--- src/rtl/unified_mem_arbiter.sv ---
// Arbitrates one single-ported memory between the fetch port and the data port.
// Data has fixed priority; each access is a req/ready transaction with a timeout guard.
module unified_mem_arbiter #(
  parameter int ADDR_W  = 32,
  parameter int DATA_W  = 32,
  parameter int TIMEOUT = 15
) (
  input  logic              clk,
  input  logic              rst,
  input  logic              if_req,
  input  logic [ADDR_W-1:0] if_addr,
  output logic [DATA_W-1:0] if_rdata,
  output logic              if_ack,
  input  logic              d_req,
  input  logic              d_we,
  input  logic [ADDR_W-1:0] d_addr,
  input  logic [DATA_W-1:0] d_wdata,
  output logic [DATA_W-1:0] d_rdata,
  output logic              d_ack,
  output logic              mem_req,
  output logic              mem_we,
  output logic [ADDR_W-1:0] mem_addr,
  output logic [DATA_W-1:0] mem_wdata,
  input  logic [DATA_W-1:0] mem_rdata,
  input  logic              mem_ready,
  output logic              stall_if,
  output logic              stall_mem,
  output logic              timeout_err
);

  localparam int CNT_W = $clog2(TIMEOUT + 1);

  typedef enum logic [1:0] {
    IDLE    = 2'd0,
    GRANT_I = 2'd1,
    GRANT_D = 2'd2
  } state_t;

  state_t            r_state, w_state;
  logic [CNT_W-1:0]  r_cnt, w_cnt, w_cnt_inc;
  logic [DATA_W-1:0] r_if_rdata, w_if_rdata, r_d_rdata, w_d_rdata;
  logic              r_if_ack, w_if_ack, r_d_ack, w_d_ack;
  logic              r_mem_req, w_mem_req, r_mem_we, w_mem_we;
  logic [ADDR_W-1:0] r_mem_addr, w_mem_addr;
  logic [DATA_W-1:0] r_mem_wdata, w_mem_wdata;
  logic              r_err, w_err;

  assign w_cnt_inc = r_cnt + CNT_W'(1);

  // State and registered outputs
  always_ff @(posedge clk or negedge rst) begin
    if (!rst) begin
      r_state     <= IDLE;
      r_cnt       <= '0;
      r_if_rdata  <= '0;
      r_d_rdata   <= '0;
      r_if_ack    <= 1'b0;
      r_d_ack     <= 1'b0;
      r_mem_req   <= 1'b0;
      r_mem_we    <= 1'b0;
      r_mem_addr  <= '0;
      r_mem_wdata <= '0;
      r_err       <= 1'b0;
    end else begin
      r_state     <= w_state;
      r_cnt       <= w_cnt;
      r_if_rdata  <= w_if_rdata;
      r_d_rdata   <= w_d_rdata;
      r_if_ack    <= w_if_ack;
      r_d_ack     <= w_d_ack;
      r_mem_req   <= w_mem_req;
      r_mem_we    <= w_mem_we;
      r_mem_addr  <= w_mem_addr;
      r_mem_wdata <= w_mem_wdata;
      r_err       <= w_err;
    end
  end

  // Next-state and next-output logic; acks are single-cycle pulses by default
  always_comb begin
    w_state     = r_state;
    w_cnt       = r_cnt;
    w_if_rdata  = r_if_rdata;
    w_d_rdata   = r_d_rdata;
    w_if_ack    = 1'b0;
    w_d_ack     = 1'b0;
    w_mem_req   = r_mem_req;
    w_mem_we    = r_mem_we;
    w_mem_addr  = r_mem_addr;
    w_mem_wdata = r_mem_wdata;
    w_err       = r_err;
    case (r_state)
      IDLE: begin
        // A port still showing its ack is the requester that has not yet dropped req
        if (d_req && !r_d_ack) begin
          w_state     = GRANT_D;
          w_cnt       = '0;
          w_mem_req   = 1'b1;
          w_mem_we    = d_we;
          w_mem_addr  = d_addr;
          w_mem_wdata = d_wdata;
        end else if (if_req && !r_if_ack) begin
          w_state     = GRANT_I;
          w_cnt       = '0;
          w_mem_req   = 1'b1;
          w_mem_we    = 1'b0;
          w_mem_addr  = if_addr;
          w_mem_wdata = '0;
        end else begin
          w_state = IDLE;
        end
      end
      GRANT_I, GRANT_D: begin
        w_cnt = w_cnt_inc;
        if (mem_ready) begin
          w_state   = IDLE;
          w_mem_req = 1'b0;
          if (r_state == GRANT_I) begin
            w_if_ack   = 1'b1;
            w_if_rdata = mem_rdata;
          end else begin
            w_d_ack = 1'b1;
            if (!r_mem_we) begin
              w_d_rdata = mem_rdata;
            end else begin
              w_d_rdata = r_d_rdata;
            end
          end
        end else if (w_cnt_inc == CNT_W'(TIMEOUT)) begin
          w_state   = IDLE;
          w_mem_req = 1'b0;
          w_err     = 1'b1;
          if (r_state == GRANT_I) begin
            w_if_ack   = 1'b1;
            w_if_rdata = '0;
          end else begin
            w_d_ack   = 1'b1;
            w_d_rdata = '0;
          end
        end else begin
          w_state = r_state;
        end
      end
      default: begin
        w_state   = IDLE;
        w_mem_req = 1'b0;
      end
    endcase
  end

  assign if_rdata    = r_if_rdata;
  assign if_ack      = r_if_ack;
  assign d_rdata     = r_d_rdata;
  assign d_ack       = r_d_ack;
  assign mem_req     = r_mem_req;
  assign mem_we      = r_mem_we;
  assign mem_addr    = r_mem_addr;
  assign mem_wdata   = r_mem_wdata;
  assign timeout_err = r_err;
  assign stall_if    = if_req & ~r_if_ack;
  assign stall_mem   = d_req & ~r_d_ack;

endmodule
--- config.mk ---
export PLATFORM = sky130hd
export DESIGN_NAME = unified_mem_arbiter
export DESIGN_NICKNAME = d
export VERILOG_FILES = /design/src/rtl/unified_mem_arbiter.sv
export SDC_FILE = /design/constraint.sdc
export NUM_CORES = 1
export LEC_CHECK = 0
export CELL_PAD_IN_SITES_DETAIL_PLACEMENT = 0
export CELL_PAD_IN_SITES_GLOBAL_PLACEMENT = 1
export CORE_MARGIN = 3
export CORE_UTILIZATION = 30
export CTS_CLUSTER_SIZE = 25
export DETAILED_ROUTE_END_ITERATION = 16
export PLACE_DENSITY_LB_ADDON = 0.12
export SLEW_MARGIN = 20
export SYNTH_ARGS = -nofsm -noshare
export SYNTH_HDL_FRONTEND = slang
export SYNTH_SLANG_ARGS = --single-unit
--- constraint.sdc ---
create_clock -name clk -period 1.8 [get_ports clk]
set_input_delay 0.36 -clock clk [delete_from_list [all_inputs] [get_ports clk]]
set_output_delay 0.36 -clock clk [all_outputs]
set_load 0.02 [all_outputs]
==> results.md, run 1 <==
* Worst-Skew Late Latency at 430 ps
* Yosys warns at 0
* Fill count at 1953
* DRC at 0
* Synth top area share at 0.5353
* Worst path max stage delay at 620 ps
* Site row count at 53
* Peak supply drop at 0.7909 mV
* Total Power at 0.01836 W
* Post-route ant nets at 0
* Share of cells above drive strength 1 at 0.1156
* Post-Route WL at 21590 um
* Post-synthesis cell count at 605
* CTS tree: done
* Endpoints failing hold at 0
* Hold/Removal Path Class: in -> reg
* MaxCap Viol Count at 0
* Synthesized net count at 743
* Die ar. at 23460 sq um
* Die W at 153.2 um
* Power per cell area at 1782 nW/um^2
* IO buf count at 268
* Vias/cell at 5.003
* Flop pwr share at 0.286
* DR pass1 iterations at 5
* Relative slew slack at 0.7299
* Clk_skew at 16.10 ps
* Worst-path clk slew at 70 ps
* Top area cells in the synthesized netlist: dfrtp_1 54%, a22o_1 8.8%, a22oi_1 7.4%
* Synth cell count leaders: 139 x dfrtp_1, 104 x nand2_1, 71 x o21ai_0
* Internal power at 0.01108 W
* DP HPWL at 14700 um
* Via count at 5788
* Critical Path Fanout Max at 2
* Clock network fraction of total power at 0.200
* Antenna violations before repair at 0
* Static Leakage at 4.659 nW
* Unrepaired setup endpoints after global routing: yes
* Chip Height at 153.2 um
* Crit path time final at 1764 ps
* Antenna diode count at 0
* #FFs+latches synth at 139
* Netlist cell types at 39
* Ys async rst share at 1.000
* Worst EP required at 1440 ps
* Sink Count at 139
* Vias in the first global route at 5935
* Violation count after the first detailed-route iteration at 295
* Wire length per cell at 18.66 um
* Cell chain of the critical path: clkdlybuf4s50_1
* Max Transition Viols Final at 0
* Max Clk Rate at 0.5670 GHz
* WP data arrival at 1400 ps
* Top_reg_cell synth: dfrtp_1
* Total track usage at 0.1774
* Final Util at 0.4870
* Starting Density at 0.3072
* Synth area leader: dfrtp_1
* CP Capture Type: primary output
* Worst slew pin tran at 405.2 ps
* Layout Nets at 1007
* Crit path buf inv count at 1
* Sequential-to-total area share from yosys stat at 0.5353
* Final Setup Violations at 0
* H-tree levels at 4
* Synth Cell Area at 6497 sq um
* Critical-path top delay cell: clkdlybuf4s50_1
* Layout area overhead at 58.56%
* Largest net degree at the start of global routing at 65
* Status: complete, no violations
* Placer's final routability congestion estimate at 0.7919
* Crit Path Category: reg -> out
* TritonCTS Buffers at 17
* Sw frac at 0.3965
* Logic gate share of total power at 0.513
* Avg Inst Size Synth at 10.74 sq um
* Clock root buffer: clkbuf_16
* Grt ovf at 0
* First-pass GRT wire length at 33580 um
* I/O pin cnt at 269
* P_sw at 0.007279 W
* Post-synth EDFFs at 0
* CP Launch Type: flop
* Tcrit/Tclk final at 0.9798
* Clock buffer depth at 2
* Count leader, synth: dfrtp_1
* Core area at 21150 sq um
* Delay-heaviest family, CP: buffers and inverters
## per-stage QoR
step | worst slack (ps) | instance area, sq um | hold slack, ps | std cells | setup TNS [ps]
floorplan | 130.6 | 6497 | 64.41 | 605 | 0
global placement | -124.3 | 9589 | 210.7 | 1122 | -240.5
detailed placement | -126.3 | 9589 | 210.5 | 1122 | -363.9
CTS | 0.1967 | 10140 | 251.2 | 1155 | 0
global route | -23.90 | 10300 | 265.0 | 1157 | -91.87
finish | 36.35 | 10300 | 272.7 | 1157 | 0
## flip-flops by register name, indices dropped and copies added, names as in the netlist
register and flops:
d_rdata 32, if_rdata 32, mem_addr 32, mem_wdata 32, r_cnt 4, r_state 2, d_ack 1, if_ack 1
mem_req 1, mem_we 1, timeout_err 1
## power by group through the flow
stage,combinational [W],clock [W],sequential [W]
final,0.00942,0.00368,0.00526
after global routing,0.0102,0.00391,0.00543
after CTS,0.00926,0.00380,0.00528
after detailed placement,0.00956,0,0.00533
after global placement,0.00940,0,0.00527
after floorplan,0.00396,0,0.00667
## path summary, 6_finish.rpt
path	slack, ps	depth (start not counted)	start	end
worst max-delay path	40	1	mem_wdata[29]$_DFFE_PN0P_	mem_wdata[29]
worst min-delay path	270	2	mem_ready	if_ack$_DFF_PN0_
worst max register to register	80	6	r_cnt[0]$_DFFE_PN0P_	d_rdata[20]$_DFFE_PN0P_
worst min register to register	470	1	timeout_err$_DFFE_PN0P_	timeout_err$_DFFE_PN0P_
max in group asynchronous	800	3	rst	mem_addr[5]$_DFFE_PN0P_
min in group asynchronous	320	2	rst	d_rdata[11]$_DFFE_PN0P_
## logic make-up (layout without fill, tap and decap cells)
group                    Yosys count  count (layout)  synth area share
buffers and inverters             61             338           0.05353
AO/OA/AOI/OAI                    242             242            0.2688
AND/OR/NAND/NOR                  125             125           0.08203
flip-flops                       139             139            0.5353
adder cells (fa/ha/maj)            4               4          0.007703
multiplexers                      34              34           0.05257
## cell type report
type,instances,area [sq um],area share
Inverter,7,26.28,0.002550
Clock inverter,14,182.7,0.01773
Clock buffer,18,429.2,0.04166
Sequential cell,139,3480,0.3377
Timing Repair Buffer,299,3120,0.3029
Tap cell,275,344.1,0.03340
Multi-Input combinational cell,405,2720,0.2640
## layout by cell type, fill, tap and decap left out, types with 5 or more instances in the layout
master / count
a22oi_1: 64
dlymetal6s2s_1: 37
inv_6: 6
o21ai_2: 20
buf_4: 16
dlygate4sd2_1: 57
clkbuf_16: 19
o21ai_1: 10
clkdlybuf4s50_1: 171
buf_12: 12
o21ai_0: 70
nand2_1: 104
inv_1: 5
nand3_1: 5
mux2i_1: 33
a22o_1: 65
dfrtp_1: 138
## metal layers
metal | global-route usage | routed length (um) | part of all wire | vias to the layer above
met5 | 0 | 0 | 0 | -
met1 | 0.2275 | 9114 | 0.42 | 2816
met3 | 0.04898 | 1526 | 0.071 | 16
li1 | - | - | - | 2744
met2 | 0.2940 | 10690 | 0.50 | 212
met4 | 0.05261 | 255 | 0.012 | 0
## what timing repair did
item | in CTS | in global routing
pin swaps | 0 | 0
endpoints found under the setup margin | 58 | 54
hold buffers | 1 | 0
resized for setup | 58 | 42
hold endpoints to repair | 14 | 0
setup buffers | 0 | 0
gates cloned | 0 | 2
No activity file was read; power rests on OpenSTA's default activity.
==> run 2, diff against run 1 <==
Settings changed: CORE_MARGIN 3 to 5.
==> results.md, run 2 (synthesis results as in run 1) <==
* Gr busiest metal: met2
* Share of cells above drive strength 1 at 0.1250 (+0.009354)
* Die W at 157.2 um (+2.6%)
* Sw frac at 0.4057 (+0.009189)
* Core area at 21150 sq um (unchanged)
* Violation count after the first detailed-route iteration at 288 (-2.4%)
* Delay-heaviest family, CP: buffers and inverters
* P_sw at 0.007302 W (+0.31%)
* Placed cells at 1128 (+0.53%)
* Worst-Skew Late Latency at 420 ps (about the same)
* Worst EP required at 1440 ps (about the same)
* Worst slew pin tran at 323.0 ps (-82.17 ps)
* Crit path time final at 1758 ps (-5.392 ps)
* CTS tree: done
* Layout area overhead at 58.21%
* Hold/Removal Path Class: in -> reg
* Clock root buffer: clkbuf_16
* Critical R2R Capture: if_rdata[31]$_DFFE_PN0P_
* Via count at 5828 (+0.69%)
* Endpoints failing hold at 0 (unchanged)
* MaxCap Viol Count at 0 (unchanged)
* Internal power at 0.01070 W (-3.5%)
* Final WS setup at 41.74 ps (+5.392 ps)
* R2R cell count at 6 (unchanged)
* Unrepaired setup endpoints after global routing: yes
* Power per cell area at 1751 nW/um^2 (-1.7%)
* Placer's final routability congestion estimate at 0.7723 (-2.5%)
* DRC at 0 (unchanged)
* CP Capture Type: primary output
* Reg2reg start: r_cnt[0]$_DFFE_PN0P_
* Clock buffer depth at 2 (unchanged)
* Clk_skew at 10.49 ps (-5.606 ps)
* Crit path buf inv count at 1 (unchanged)
* Largest net degree at the start of global routing at 50 (-23%)
* Relative slew slack at 0.7842 (+0.05434)
* Grt ovf at 0 (unchanged)
* Flop pwr share at 0.292 (+0.006)
* Final Setup Violations at 0 (unchanged)
* Max Transition Viols Final at 0 (unchanged)
* Clock network fraction of total power at 0.187 (-0.013)
* Crit Path Category: reg -> out
* Crit. path cell count at 1 (unchanged)
* Critical-path top delay cell: clkdlybuf4s50_1
* Worst path max stage delay at 620 ps (about the same)
* Final Util at 0.4860 (-0.001064)
* IO buf count at 268 (unchanged)
* Crit path capture: mem_wdata[2]
* Vias/cell at 5.011 (+0.17%)
* Chip Height at 157.2 um (+2.6%)
* CP Launch Type: flop
* WP data arrival at 1400 ps (about the same)
* R2R setup slack at 90 ps (about the same)
* Critical Path Fanout Max at 2 (unchanged)
* Tcrit/Tclk final at 0.9768 (-0.002996)
* Layout Nets at 1013 (+0.60%)
* Vias in the first global route at 6023 (+1.5%)
* Post-route ant nets at 0 (unchanged)
* Final Non-Filler Cells at 1163 (+0.52%)
* Starting Density at 0.3072 (unchanged)
* Logic gate share of total power at 0.520 (+0.007)
* Antenna diode count at 0 (unchanged)
* Post-Route WL at 21500 um (-0.39%)
* DR pass1 iterations at 5 (unchanged)
* Status: complete, no violations
* TritonCTS Buffers at 17 (unchanged)
* H-tree levels at 4 (unchanged)
* Max Clk Rate at 0.5687 GHz (+0.31%)
* Critical Path Start: mem_wdata[2]$_DFFE_PN0P_
* First-pass GRT wire length at 33870 um (+0.84%)
* Sink Count at 139 (unchanged)
* Worst-path clk slew at 70 ps (about the same)
* Static Leakage at 4.701 nW (+0.91%)
* Peak supply drop at 0.7338 mV (-7.2%)
* Wire length per cell at 18.49 um (-0.91%)
* Most frequent cells in the layout: 164 x clkdlybuf4s50_1, 139 x dfrtp_1, 104 x nand2_1
* Site row count at 53 (unchanged)
* Total track usage at 0.1717 (-0.005721)
* Routing usage on met2 at 0.2870 (-0.006964)
* Cell chain of the critical path: clkdlybuf4s50_1
* Met1 usage at 0.2210 (-0.006536)
* DP HPWL at 15440 um (+5.1%)
* Met3 usage at 0.04784 (-0.001139)
* I/O pin cnt at 269 (unchanged)
* Most common cell after layout, fill and taps aside: clkdlybuf4s50_1
* Pre-CTS setup slack at -125.9 ps (+0.4400 ps)
* Fill count at 1976 (+1.2%)
* Die ar. at 24700 sq um (+5.3%)
* Antenna violations before repair at 0 (unchanged)
## run 2: final cells by class
class	count	area, sq um	share of cell area
inverter	7	26.28	0.002556
clock buffer	17	425.4	0.04138
multi-input combinational	405	2715	0.2641
tap	275	344.1	0.03347
sequential	139	3478	0.3384
clock inverter	15	151.4	0.01473
timing repair buffer	305	3139	0.3054
## run 2: worst min path at each step
stage          startpoint                         to  slack, ps  depth (start not counted)
2_1_floorplan         rst            d_ack$_DFF_PN0_         60                          0
3_3_place_gp          rst  mem_wdata[12]$_DFFE_PN0P_        250                          1
3_5_place_dp          rst  mem_wdata[13]$_DFFE_PN0P_        250                          1
4_1_cts         mem_ready            d_ack$_DFF_PN0_        240                          2
5_1_grt         mem_ready            d_ack$_DFF_PN0_        260                          2
6_report        mem_ready            d_ack$_DFF_PN0_        250                          2
## run 2: what timing repair did
| item | in CTS | in global routing |
|---|---|---|
| buffers inserted | 0 | 1 |
| resized for setup | 67 | 45 |
| cloned | 0 | 1 |
| endpoints found under the setup margin | 66 | 49 |
| hold buffers | 1 | 0 |
| endpoints found under the hold margin | 24 | 0 |
## run 2: power by group through the flow
stage	clock (W)	combinational, W	sequential [W]
after global placement	0	0.00951	0.00528
final	0.00337	0.00937	0.00526
after floorplan	0	0.00396	0.00667
after global routing	0.00361	0.0102	0.00545
after detailed placement	0	0.00968	0.00533
after CTS	0.00349	0.00933	0.00528
## run 2: routing by layer
metal / share of wire / wire (um)
met1: 0.42 / 8974
met2: 0.51 / 10870
met3: 0.070 / 1510
met4: 0.0069 / 149
met5: 0 / 0
## run 2: metrics by stage
stage	total power, W	hold slack, ps	setup TNS (ps)	cell area [sq um]
floorplan	0.01063	64.41	0	6497
global placement	0.01479	246.7	-253.1	9633
detailed placement	0.01501	252.4	-441.3	9633
CTS	0.01810	237.3	0	10140
global route	0.01924	256.5	-29.02	10280
finish	0.01800	254.1	0	10280
==> edit 1 (config.mk and constraints of run 2) <==
Re-encode `state_t` (3 states) as one-hot, 3 bits wide.
--- a/src/rtl/unified_mem_arbiter.sv
+++ b/src/rtl/unified_mem_arbiter.sv
@@ -31,8 +31,8 @@
   localparam int CNT_W = $clog2(TIMEOUT + 1);
 
-  typedef enum logic [1:0] {
-    IDLE    = 2'd0,
-    GRANT_I = 2'd1,
-    GRANT_D = 2'd2
+  typedef enum logic [2:0] {
+    IDLE    = 3'b001,
+    GRANT_I = 3'b010,
+    GRANT_D = 3'b100
   } state_t;
 
Formal check against the unedited RTL: no difference found for any inputs over 4 cycles, from zero or initial values and one cycle with rst low; so few cycles prove little.
==> edit 1 against run 2 <==
  * Critical path depth rose by 5
  * Worst setup slack lost 0.040 ns
  * Synthesized area is 9.3% lower
  * Sequential cell count is 1 higher
  * Final area is 3.8% lower
  * Clock power increased by 10%
  * Core utilization is 2.4 points higher
  * Synthesized cell count decreased by 7.9%
  * Sequential share of layout area increased by 1.6 points
  * Wire length shrank 7.4%
  * Total power decreased by 2.2%
  * Critical endpoint is now if_rdata[29]
==> edit 1: results (changes against run 2) <==
Detailed routing
  • Iteration-0 DRC count of the detailed router: 232 (was 288)
  • Vias: 5,347 (was 5,828)
  • DRT Wirelength: 19,900 um (was 21,500 um)

Setup path
  • Slowest stage delay, CP: 0.41 ns (was 0.62 ns)
  • Worst EP arrival: 2.10 ns (was 1.40 ns)
  • Top delay family on crit path: compound AO/OA/AOI/OAI gates (was buffers and inverters)

Finish
  • Nets@finish: 975 (was 1,013)
  • Share of cells above drive strength 1: 0.108 (was 0.125)
  • Area taken by multi-input logic gates: 2210 um2 (was 2720 um2)
  • FILL cells: 1,806 (was 1,976)
  • Non-Clock Buffer Count: 306 (was 305)
  • Non-clk buf share: 0.323 (was 0.305)
  • Layout clock area frac: 0.0634 (was 0.0561)
  • Seq/total area: 0.355 (was 0.338)

Placement
  • RD Place Congestion: 0.780 (was 0.772)
  • Placed cells: 1,076 (was 1,128)
  • Area after DPL: 9030 um2 (was 9630 um2)

Hold path
  • Worst min path class: input pin to async pin (was input pin to register)

Logic synthesis
  • Yosys reg bits: 140 (was 139)
  • Post-synthesis sequential area ratio: 0.595 (was 0.535)
  • Area contributors post-synth: dfrtp_1 59%, a22o_1 15%, nand2_1 8.6%, a31oi_1 3.4%, nor2_1 2.3% (was dfrtp_1 54%, a22o_1 8.8%, a22oi_1 7.4%, nand2_1 6.0%, o21ai_0 5.5%)
  • Cells after Synth: 557 (was 605)
  • Syn_nets: 693 (was 743)
  • Commonest cells post-synth: 139 x dfrtp_1, 135 x nand2_1, 98 x a22o_1 (was 139 x dfrtp_1, 104 x nand2_1, 71 x o21ai_0)

Timing
  • Max transition margin: 0.615 (was 0.784)

Pwr
  • VDD IR-drop max: 789 uV (was 734 uV)

Global routing
  • First-pass GRT wire length: 30,000 um (was 33,900 um)
  • GRT Total Usage: 0.168 (was 0.172)
  • Vias in the first global route: 5,557 (was 6,023)

Run status
  • Outcome: completed (unchanged)

Floorplan
  • Core area: 19,400 um2 (was 21,200 um2)
==> edit 1: repair_timing <==
action                                  in CTS  in global routing
endpoints found under the setup margin      80                120
setup buffers                                0                  4
hold endpoints to repair                    36                  0
hold buffers                                 1                  0
gates cloned                                 0                  4
gates resized for setup                     17                 43
pin swaps                                    1                 17
==> edit 1: worst paths after layout <==
kind                        startpoint            end  slack (ns)  cells past startpoint
setup / recovery              r_cnt[0]   if_rdata[29]       0.002                      6
min in group clk           timeout_err    timeout_err        0.49                      1
hold reg to reg            timeout_err    timeout_err        0.49                      1
max in group asynchronous          rst  mem_wdata[12]        0.77                      3
hold / removal                     rst   if_rdata[17]        0.47                      2
setup reg to reg              r_cnt[0]   if_rdata[29]       0.002                      6
==> edit 1: routing by layer <==
| metal | GRT usage | part of all wire | vias to the layer above |
|---|---|---|---|
| li1 | - | - | 2540 |
| met1 | 0.206 | 0.42 | 2593 |
| met2 | 0.278 | 0.49 | 178 |
| met3 | 0.0443 | 0.057 | 36 |
| met4 | 0.0737 | 0.028 | 0 |
| met5 | 0 | 0 | - |
==> edit 1: where the power goes <==
group	internal, mW	total [mW]	switching (mW)
clock network	2.40	3.72	1.33
registers	4.55	5.39	0.842
logic	4.14	8.48	4.34
==> edit 1: worst register-to-register path, delay by kind of cell, from the launching register on <==
family	cells	cell delay (ns)
buffers and inverters	2	0.34
flip-flops	1	0.41
AO/OA/AOI/OAI	4	0.95
==> edit 1: cells by family after synthesis <==
logic type,after synthesis,synth area share
xor gates and xnor gates,1,0.00149
adders and majority gates,2,0.00424
DFF,140,0.595
buffers and inverters,50,0.0412
AOI/OAI and AO/OA,177,0.228
muxes,4,0.00722
and+or+nand+nor,183,0.123
==> edit 2 (settings of run 2) <==
Made on the original files. Set the parameter `ADDR_W` to 16 (it was 32).
--- a/src/rtl/unified_mem_arbiter.sv
+++ b/src/rtl/unified_mem_arbiter.sv
@@ -2,5 +2,5 @@
 // Data has fixed priority; each access is a req/ready transaction with a timeout guard.
 module unified_mem_arbiter #(
-  parameter int ADDR_W  = 32,
+  parameter int ADDR_W  = 16,
   parameter int DATA_W  = 32,
   parameter int TIMEOUT = 15
Ports: changed (resized d_addr, if_addr and mem_addr); port bits go from 269 to 221. The function was not compared with the original's and may differ.
==> edit 2 against run 2 <==
  * Via count shrank 13%
  * Synthesized area fell by 12%
  * Total power decreased by 11%
  * Worst setup slack improved by 0.0011 ns
  * Sequential cell count is 16 lower
  * Clock power down 3%
  * Wire length fell by 16%
  * Final area shrank 13%
  * Die area fell by 11%
  * First-iteration DRC count is 11% lower
  * Highest routed layer unchanged
==> edit 2: results (changes against run 2) <==
Timing
  • Actual transition at the worst max-transition pin: 0.525 ns (was 0.323 ns)
  • Worst hold margin: 0.418 ns (was 0.254 ns)
  • Worst clock skew: 0.00831 ns (was 0.0105 ns)

Placement
  • Area after DPL: 8370 um2 (was 9630 um2)
  • DP Wirelength: 12,700 um (was 15,400 um)
  • RD Place Congestion: 0.726 (was 0.772)
  • Post-Place Setup Slack: -0.127 ns (was -0.126 ns)
  • Placed cells: 975 (was 1,128)
  • Port buffer count: 220 (was 268)

Finish
  • Layout clock area frac: 0.0636 (was 0.0561)
  • Non-Clock Buffer Count: 255 (was 305)
  • Nets@finish: 867 (was 1,013)
  • #MultiIn Comb: 357 (was 405)
  • Seq/total area: 0.342 (was 0.338)
  • Area taken by multi-input logic gates: 2410 um2 (was 2720 um2)
  • Share of cells above drive strength 1: 0.134 (was 0.125)
  • Non-clk buf share: 0.290 (was 0.305)
  • Count of non-filler cells in the finished layout: 1,008 (was 1,163)
  • FILL cells: 1,731 (was 1,976)
  • Layout area overhead: 56.4% (was 58.2%)

Global routing
  • GR Util met2: 0.261 (was 0.287)
  • Met1 Resource Use GR: 0.211 (was 0.221)
  • First-pass GRT wire length: 29,000 um (was 33,900 um)
  • GRT Total Usage: 0.163 (was 0.172)
  • Largest net degree at the start of global routing: 39 (was 50)
  • Vias in the first global route: 5,248 (was 6,023)
  • Met3 GRT Util: 0.0509 (was 0.0478)

Logic synthesis
  • Commonest cells post-synth: 123 x dfrtp_1, 88 x nand2_1, 65 x a22o_1 (was 139 x dfrtp_1, 104 x nand2_1, 71 x o21ai_0)
  • Syn_nets: 641 (was 743)
  • Post-synthesis adder-cell area fraction: 0.00871 (was 0.00770)
  • Synth unique cells: 40 (was 39)
  • Area contributors post-synth: dfrtp_1 54%, a22o_1 9.9%, a22oi_1 8.4%, nand2_1 5.7%, o21ai_0 4.4% (was dfrtp_1 54%, a22o_1 8.8%, a22oi_1 7.4%, nand2_1 6.0%, o21ai_0 5.5%)

Setup path
  • R2R setup slack: 0.12 ns (was 0.09 ns)
  • Worst r2r path cells: 7 (was 6)
  • Slowest stage delay, CP: 0.64 ns (was 0.62 ns)
  • Reg-to-reg endpoint: d_rdata[31] (was if_rdata[31])

Run status
  • Outcome: completed (unchanged)

Detailed routing
  • DR WL met2: 8760 um (was 10,900 um)
  • Pre-antenna DRT Iters: 4 (was 5)
  • Met3 WL: 1210 um (was 1510 um)
  • Wire length per cell: 17.9 um (was 18.5 um)
  • Iteration-0 DRC count of the detailed router: 255 (was 288)
  • Vias: 5,084 (was 5,828)
  • WL met1: 7890 um (was 8970 um)

Pwr
  • VDD IR-drop max: 685 uV (was 734 uV)
  • P_sw: 6.21 mW (was 7.30 mW)
  • P_clk: 3.26 mW (was 3.37 mW)
  • Switch share: 0.389 (was 0.406)
  • Comb pwr share: 0.506 (was 0.520)

Hold path
  • Hold Path End: r_state[0] (was d_ack)
  • Worst Hold Depth: 4 (was 2)

Clocking
  • Clk Latency, worst-skew pair: 0.40 ns (was 0.42 ns)
  • # clock sinks: 123 (was 139)

Floorplan
  • Die area: 22,000 um2 (was 24,700 um2)
-- edit 2: cell count changes in the layout (fill, tap and decap cells not counted), moves of 7 or more --
cell	delta
dlygate4sd2_1	-28
o21ai_0	-17
dfrtp_1	-16
mux2i_1	-16
nand2_1	-16
dlymetal6s2s_1	-11
clkdlybuf4s50_1	-7
-- edit 2: how the worst max path moves through the flow --
| stage | start | end | slack [ns] | cells past startpoint |
|---|---|---|---|---|
| 2_1_floorplan | r_state[0] | mem_req | 0.16 | 7 |
| 3_3_place_gp | d_req | stall_mem | -0.12 | 4 |
| 3_5_place_dp | d_req | stall_mem | -0.13 | 4 |
| 4_1_cts | if_rdata[29] | if_rdata[29] | 0.0002 | 1 |
| 5_1_grt | r_state[0] | if_rdata[29] | -0.00005 | 7 |
| 6_report | mem_wdata[2] | mem_wdata[2] | 0.04 | 1 |
